## src/rtl/vvi_pacemaker_array.sv

```systemverilog
// N-channel VVI pacemaker sharing one tick prescaler; sense-to-state and expiry-to-pace take 1 cycle.
// All outputs are registered one-cycle pulses; there is no backpressure, since events are fire-and-forget.
module vvi_pacemaker_array #(
  parameter int N_CHANNELS = 4,
  parameter int TICK_DIV   = 50000,
  parameter int LRI_MS     = 1000,
  parameter int VRP_MS     = 300,
  parameter int CNT_W      = 16
) (
  input  logic                  clk,
  input  logic                  reset,
  input  logic [N_CHANNELS-1:0] chan_en,
  input  logic [N_CHANNELS-1:0] VPulse_eI,
  output logic [N_CHANNELS-1:0] VPace_eO,
  output logic [N_CHANNELS-1:0] VRefractory_eO,
  output logic                  tick_o
);

  localparam int PW = (TICK_DIV > 2) ? $clog2(TICK_DIV) : 1;
  localparam logic [PW-1:0]    PRESC_LAST = PW'(TICK_DIV - 1);
  localparam logic [CNT_W-1:0] LRI_LAST   = CNT_W'(LRI_MS - 1);
  localparam logic [CNT_W-1:0] VRP_LAST   = CNT_W'(VRP_MS - 1);
  localparam logic [CNT_W-1:0] VRP_CNT    = CNT_W'(VRP_MS);

  typedef enum logic {ALERT = 1'b0, REFRACT = 1'b1} state_t;

  logic [PW-1:0]         r_presc;
  logic                  r_tick;
  logic [N_CHANNELS-1:0] r_pace;
  logic [N_CHANNELS-1:0] r_refr;
  state_t                r_state [N_CHANNELS];
  logic [CNT_W-1:0]      r_cnt   [N_CHANNELS];
  logic                  w_tick;

  assign w_tick         = (r_presc == PRESC_LAST);
  assign tick_o         = r_tick;
  assign VPace_eO       = r_pace;
  assign VRefractory_eO = r_refr;

  always_ff @(posedge clk) begin
    if (reset) begin
      r_presc <= '0;
      r_tick  <= 1'b0;
      r_pace  <= '0;
      r_refr  <= '0;
      for (int i = 0; i < N_CHANNELS; i++) begin
        r_state[i] <= ALERT;
        r_cnt[i]   <= '0;
      end
    end else begin
      r_presc <= w_tick ? '0 : r_presc + 1'b1;
      r_tick  <= w_tick;
      for (int i = 0; i < N_CHANNELS; i++) begin
        r_pace[i] <= 1'b0;
        r_refr[i] <= 1'b0;
        if (!chan_en[i]) begin
          r_state[i] <= ALERT;
          r_cnt[i]   <= '0;
        end else begin
          case (r_state[i])
            ALERT: begin
              // A sense wins over a simultaneous LRI expiry: the pace is inhibited.
              if (VPulse_eI[i]) begin
                r_state[i] <= REFRACT;
                r_cnt[i]   <= '0;
              end else if (w_tick && (r_cnt[i] == LRI_LAST)) begin
                r_pace[i]  <= 1'b1;
                r_state[i] <= REFRACT;
                r_cnt[i]   <= '0;
              end else if (w_tick) begin
                r_cnt[i] <= r_cnt[i] + 1'b1;
              end
            end
            REFRACT: begin
              r_refr[i] <= VPulse_eI[i];
              // Count keeps running through VRP so LRI is measured from the last event.
              if (w_tick && (r_cnt[i] == VRP_LAST)) begin
                r_state[i] <= ALERT;
                r_cnt[i]   <= VRP_CNT;
              end else if (w_tick) begin
                r_cnt[i] <= r_cnt[i] + 1'b1;
              end
            end
            default: begin
              r_state[i] <= ALERT;
              r_cnt[i]   <= '0;
            end
          endcase
        end
      end
    end
  end

endmodule

```

## config.mk

```make
export PLATFORM = sky130hd
export DESIGN_NAME = vvi_pacemaker_array
export DESIGN_NICKNAME = d
export VERILOG_FILES = /design/src/rtl/vvi_pacemaker_array.sv
export SDC_FILE = /design/constraint.sdc
export NUM_CORES = 1
export LEC_CHECK = 0
export ABC_AREA = 1
export BUFFER_PORTS_ARGS = -buffer_cell sky130_fd_sc_hd__buf_2
export CAP_MARGIN = 15
export CORE_MARGIN = 2
export CORE_UTILIZATION = 55
export CTS_CLUSTER_SIZE = 40
export DETAILED_ROUTE_END_ITERATION = 8
export PLACE_DENSITY = 0.72
export SETUP_SLACK_MARGIN = 0.5
export SYNTH_ARGS = -nofsm -noshare
export SYNTH_HDL_FRONTEND = slang
export SYNTH_SLANG_ARGS = --single-unit
export TNS_END_PERCENT = 1
```

## constraint.sdc

```tcl
create_clock -name clk -period 2.7 [get_ports clk]
set_input_delay 0.675 -clock clk [delete_from_list [all_inputs] [get_ports clk]]
set_output_delay 0.675 -clock clk [all_outputs]
set_load 0.005 [all_outputs]
```

==> results.toml, run 1 <==
[sta]
worst_pin_slew_ns = 0.5365
relSlewSlack_pct = 64.15
rsz0062_at_grt = "yes"
setup_viol = 0
post-route-period-util_pct = 80.64
clock_skew_ns = 0.009115
finalHoldViolCount = 0
tns_ns = 0
max_freq_mhz = 459.3
period_needed_ns = 2.177
slew_violations = 0

[final_layout]
fillCellCount = 798
area_growth_pct = 9.410
drive_above_1_share_pct = 12.39
nets = 688
register_area_um2 = 2542
multi_input_area_um2 = 2364
n_antenna_cell = 0
post-route-util_pct = 62.01

[global_routing]
globalRouteOverflowTotal = 0
antenna_found_initial = 0
grt_max_degree = 17
grt_first_pass_wirelength_um = 17060
track_usage_pct = 20.81
grt_pass1_vias = 3895

[worst_setup_path]
r2r_end = "r_cnt[0][2]"
worst_ep_arrival_time_ns = 2.24
r2r_start = "r_presc[0]"
worstSetupStartpointType = "register"
required_ns = 2.77
cp-end-kind = "register"
path_class = "reg2reg"
r2r_slack_ns = 0.52
endpoint = "r_cnt[0][2]"
crit_start = "r_presc[0]"
reg2reg_depth = 10
cp_max_fo = 11

[die]
dieArea_um2 = 10270
fp.dieH_um = 101.4
start_util_pct = 56.68
ios = 19
die_w_um = 101.4
placementRows = 35
coreArea_um2 = 9196

[drt]
initialDrtViolationCount = 209
drt-total-wl_um = 9924
post_drt_wl_per_cell_um = 12.58
ant_nets = 0
firstDrtPassIters = 5
viasPerCell = 5.174
post-route-drc-count = 0
num_vias = 4082

[clocking]
htreeDepth = 3
cts_buffer_depth = 2
clkLatencyLatePin_ns = 0.36
cts.clk_slew.worst_paths_ns = 0.09
tritoncts = "built"
cts.sinks = 93
clock-root-buffer = "clkbuf_8"
numCtsBuffers = 9

[logic_synthesis]
synth_cell_type_count = 33
syn_inst = 641
syn_nets = 656
ys.warnings.count = 0
yosysSeqAreaShare_pct = 48.78
ys_ff_latch = 93
syn_area_um2 = 5212
synth.avg_cell_area_um2 = 8.132

[placed_design]
place_congestion = 0.8489
io_buffer_count = 18
dp_hpwl_um = 7403

[power]
power_per_cell_area_nw_per_um2 = 498.1
p_leak_nw = 2.273
ir_worst_vdd_uv = 304.0

[outcome]
status = "finished clean"

[worst_hold_path]
hold_path.class = "reg2reg"

[job]
drv_cap = 0
## metal layers
layer | GRT usage, % | routed length (µm)
met5 | 0 | 0
met4 | 7.796 | 145
met3 | 2.830 | 270
met2 | 34.54 | 4629
met1 | 27.96 | 4878
## registers in the layout, indices dropped and copies added (netlist names)
| signal | flops |
|---|---|
| tick_o | 1 |
| r_presc | 16 |
| r_cnt | 64 |
| VPace_eO | 4 |
| VRefractory_eO | 4 |
| r_state | 4 |
## cell usage after synthesis
cell type | number | area share [%]
a21oi_1 | 15 | 1.4
and3_1 | 1 | 0.12
and3b_1 | 2 | 0.34
buf_2 | 1 | 0.096
buf_6 | 3 | 0.65
clkinv_4 | 1 | 0.17
dfxtp_1 | 25 | 9.6
edfxtp_1 | 68 | 39
ha_1 | 5 | 1.2
inv_1 | 71 | 5.1
inv_2 | 6 | 0.43
nand2_1 | 139 | 10
nand2_2 | 4 | 0.48
nand2_4 | 1 | 0.22
nand3_1 | 55 | 5.3
nand3_2 | 4 | 0.77
nand3b_1 | 2 | 0.29
nand4_1 | 7 | 0.84
nor2_1 | 126 | 9.1
nor2_2 | 23 | 2.8
nor2_4 | 1 | 0.22
nor2_8 | 1 | 0.38
nor3_1 | 20 | 1.9
nor3_2 | 1 | 0.19
nor3b_1 | 1 | 0.14
o21ai_0 | 6 | 0.58
o21bai_1 | 2 | 0.29
o22ai_1 | 1 | 0.12
o31ai_1 | 1 | 0.14
or2_0 | 1 | 0.12
or2_2 | 1 | 0.12
xnor2_1 | 8 | 1.3
xor2_1 | 38 | 6.4
## layout make-up
cell class | instances | share of cell area [%]
timing repair buffer | 24 | 2.369
inverter | 78 | 5.265
clock buffer | 10 | 2.238
clock inverter | 6 | 1.667
sequential | 93 | 44.58
tap | 111 | 2.435
multi-input combinational | 467 | 41.44
## logic make-up after synthesis
family / after synthesis / synth area share (%)
simple gates: 390 / 33.27
fa+ha+maj: 5 / 1.200
xor+xnor: 46 / 7.729
compound gates: 25 / 2.568
flops: 93 / 48.78
buf+inv: 82 / 6.457
## cells in the final DEF, fill, tap and decap left out
| master | instances |
|---|---|
| a21oi_1 | 15 |
| and3_1 | 1 |
| and3b_1 | 2 |
| buf_2 | 18 |
| buf_4 | 6 |
| bufinv_16 | 2 |
| clkbuf_1 | 1 |
| clkbuf_8 | 9 |
| clkinv_4 | 3 |
| dfxtp_1 | 25 |
| edfxtp_1 | 68 |
| ha_1 | 5 |
| inv_1 | 71 |
| inv_2 | 5 |
| inv_4 | 1 |
| inv_6 | 2 |
| nand2_1 | 139 |
| nand2_2 | 4 |
| nand2_4 | 1 |
| nand3_1 | 54 |
| nand3_2 | 4 |
| nand3_4 | 2 |
| nand3b_1 | 2 |
| nand4_1 | 7 |
| nor2_1 | 126 |
| nor2_2 | 23 |
| nor2_4 | 1 |
| nor2_8 | 1 |
| nor3_1 | 20 |
| nor3_2 | 1 |
| nor3b_1 | 1 |
| o21ai_0 | 6 |
| o21bai_1 | 2 |
| o22ai_1 | 1 |
| o31ai_1 | 1 |
| or2_0 | 1 |
| or2_2 | 1 |
| xnor2_1 | 8 |
| xor2_1 | 38 |
## worst min-delay path by stage
stage	from	endpoint	slack [ns]	cells past startpoint
floorplan	r_presc[0]	r_presc[0]	0.42	1
global placement	r_presc[0]	r_presc[0]	0.43	1
detailed placement	r_presc[0]	r_presc[0]	0.44	1
CTS	r_presc[0]	r_presc[0]	0.46	1
global route	r_presc[0]	r_presc[0]	0.50	1
finish	r_presc[0]	r_presc[0]	0.46	1
## metrics by stage
step / worst slack, ns / total power [W] / area (µm²) / hold slack, ns / cells
2_1_floorplan: 0.4616 / 0.001772 / 5218 / 0.4175 / 641
3_3_place_gp: 0.3072 / 0.001821 / 5445 / 0.4326 / 771
3_5_place_dp: 0.1988 / 0.001829 / 5445 / 0.4404 / 771
4_1_cts: 0.4466 / 0.002864 / 5675 / 0.4595 / 787
5_1_grt: 0.3299 / 0.002952 / 5703 / 0.5040 / 789
6_report: 0.5227 / 0.002841 / 5703 / 0.4592 / 789
## power breakdown
group	leakage (nW)	internal, W	switching [W]
combinational	1.20	0.0000576	0.000104
clock	0.111	0.000532	0.000510
sequential	0.958	0.00159	0.0000518
## repair_timing
action | in CTS | in global routing
hold buffers | 0 | 0
setup endpoints to repair | 26 | 64
cloned | 0 | 1
gates resized for setup | 1 | 3
pin swaps | 0 | 2
setup buffers | 0 | 1
## critical path: stages, from the launching register on
cell and delay (ns):
dfxtp_1 0.36, ha_1 0.21, nand3_2 0.14, nor2_4 0.26
nand2_4 0.10, clkinv_4 0.10, nand3_1 0.09, nand2_2 0.16
inv_2 0.15, nand3_1 0.13, buf_4 0.20
(Power assumes the default switching activity.)
==> run 2, diff against run 1 <==
==> constraint.sdc (replaced) <==
create_clock -name clk -period 2.2 [get_ports clk]
set_input_delay 0.55 -clock clk [delete_from_list [all_inputs] [get_ports clk]]
set_output_delay 0.55 -clock clk [all_outputs]
set_load 0.005 [all_outputs]
==> run 2 against run 1 <==
  * Global-route usage increased by 1.5 points
  * Worst hold slack lost 0.015 ns
  * Die area did not move
  * Combinational power up 54%
  * Design area is 9.0% higher
  * First-iteration DRC count is 22% lower
  * Sequential share of layout area shrank 3.6 points
  * Critical endpoint is now r_cnt[0][1]
==> results.toml, run 2 (synthesis gave the netlist of run 1 again) <==
[worst_setup_path]
cp-end-kind = "register"
cp_cell_sequence = "ha_4, nand3_4, nor2_4, buf_6, nand3_2, nor2_4, nor2_2, nand3_4, buf_6"
r2r_end = "r_cnt[0][1]"
cp_num_buf_inv = 2
path_delay_family = "simple AND/OR/NAND/NOR gates"
worst_ep_arrival_time_ns = 1.89
cp_max_fo = 7
cp.depth = 9
reg2reg_depth = 9
crit_start = "r_presc[0]"
r2r_start = "r_presc[0]"
path_class = "reg2reg"
worstSetupStartpointType = "register"
required_ns = 2.29
critPathMaxStageDelay_ns = 0.36
crit_slowest_cell = "dfxtp_2"
endpoint = "r_cnt[0][1]"
r2r_slack_ns = 0.40

[final_layout]
register_area_um2 = 2550
n_antenna_cell = 0
instances_no_fill = 817
area_growth_pct = 19.28
reg.largest.list = "r_cnt x64, r_presc x16"
multi_input_area_um2 = 2636
layout_commonest_cell = "nand2_1"
nets = 716
largest_reg_flops = 64
fillCellCount = 717
drive_above_1_share_pct = 22.95
top_register = "r_cnt"
most-common-layout-cells = "134 x nand2_1, 105 x nor2_1, 71 x inv_1, 68 x edfxtp_1, 45 x nand3_1"

[die]
start_util_pct = 56.68
placementRows = 35
fp.dieH_um = 101.4
dieArea_um2 = 10270
ios = 19
coreArea_um2 = 9196
die_w_um = 101.4

[global_routing]
grt_pass1_vias = 4108
globalRouteOverflowTotal = 0
antenna_found_initial = 0
grt_max_degree = 17
track_usage_pct = 22.31
grt_first_pass_wirelength_um = 18300

[drt]
drt-total-wl_um = 10850
post-route-drc-count = 0
ant_nets = 0
post_drt_wl_per_cell_um = 13.28
initialDrtViolationCount = 164
firstDrtPassIters = 5
num_vias = 4304
viasPerCell = 5.268

[sta]
post-route-period-util_pct = 81.64
finalHoldViolCount = 0
rsz0062_at_grt = "yes"
setup_viol = 0
slew_violations = 0
tns_ns = 0
whs_ns = 0.4445
period_needed_ns = 1.796
clock_skew_ns = 0.01578
relSlewSlack_pct = 75.27
worst_pin_slew_ns = 0.3681
max_freq_mhz = 556.7

[placed_design]
dp_hpwl_um = 7445
place_congestion = 0.9018
io_buffer_count = 18
dp_cells = 770

[power]
ir_worst_vdd_uv = 373.9
p_clk_share_pct = 35.4
fin_total_pwr_w = 0.003499
pwr-share-seq_pct = 57.5
power_per_cell_area_nw_per_um2 = 562.8
p_switching_w = 0.0008208
p_int_w = 0.002679
p_leak_nw = 2.463
switching_share_pct = 23.45
p_comb_share_pct = 7.1

[clocking]
numCtsBuffers = 9
cts.clk_slew.worst_paths_ns = 0.10
htreeDepth = 3
tritoncts = "built"
clkLatencyLatePin_ns = 0.36
cts.sinks = 93
cts_buffer_depth = 2
clock-root-buffer = "clkbuf_8"

[worst_hold_path]
hold_path.class = "in2reg"

[outcome]
status = "finished clean"

[job]
drv_cap = 0
-- run 2: per-stage QoR --
step                instance area (µm²)  utilization (%)  setup slack, ns
floorplan                          5348                -           0.4393
global placement                   5564            60.50           0.2084
detailed placement                 5564            60.50           0.1375
CTS                                6146            66.83           0.4181
global route                       6217            67.61           0.3160
finish                             6217            67.61           0.4038
-- run 2: power by group through the flow --
| stage | Combinational [W] | Clock (W) | Sequential (W) |
|---|---|---|---|
| 6_report | 0.000248 | 0.00124 | 0.00201 |
| 5_1_grt | 0.000279 | 0.00132 | 0.00202 |
| 2_1_floorplan | 0.000154 | 0 | 0.00204 |
| 3_3_place_gp | 0.000198 | 0 | 0.00205 |
| 3_5_place_dp | 0.000203 | 0 | 0.00206 |
| 4_1_cts | 0.000245 | 0.00126 | 0.00201 |
-- run 2: worst register-to-register path, stage by stage (launching register included) --
cell and delay, ns:
dfxtp_2 0.36, ha_4 0.15, nand3_4 0.10, nor2_4 0.22, buf_6 0.15, nand3_2 0.09, nor2_4 0.15, nor2_2 0.07
nand3_4 0.11, buf_6 0.14
-- run 2: cell type report --
type,count,area share [%]
flip-flops and latches,93,41.01
well taps,111,2.234
multi-input cells,469,42.40
clock inverters,7,1.449
repair buffers,50,5.796
inverters,78,5.112
clock buffers,9,1.992
-- run 2: routing by layer --
layer  up-vias  part of all wire, %  track usage (%)
li1       2189                    -                -
met1      2008                   47            29.63
met2        88                   48            36.98
met3        19                  3.4            3.796
met4         0                  2.0            8.108
met5         -                    0                0
-- run 2: worst min-delay path by stage --
stage                 start                end  slack [ns]  depth (start not counted)
6_report         chan_en[1]  VRefractory_eO[1]        0.44                          3
4_1_cts          chan_en[1]  VRefractory_eO[1]        0.44                          3
2_1_floorplan    r_presc[0]         r_presc[0]        0.42                          1
3_5_place_dp     r_presc[0]         r_presc[0]        0.44                          1
3_3_place_gp     r_presc[0]         r_presc[0]        0.43                          1
5_1_grt        VPulse_eI[2]  VRefractory_eO[2]        0.44                          3
-- run 2: what timing repair did --
| action | CTS | global route |
|---|---|---|
| resized for setup | 44 | 14 |
| setup endpoints to repair | 106 | 131 |
| pin swaps | 19 | 6 |
| hold endpoints to repair | 0 | 0 |
| buffers inserted | 23 | 5 |
| gates cloned | 3 | 0 |
| hold buffers | 0 | 0 |
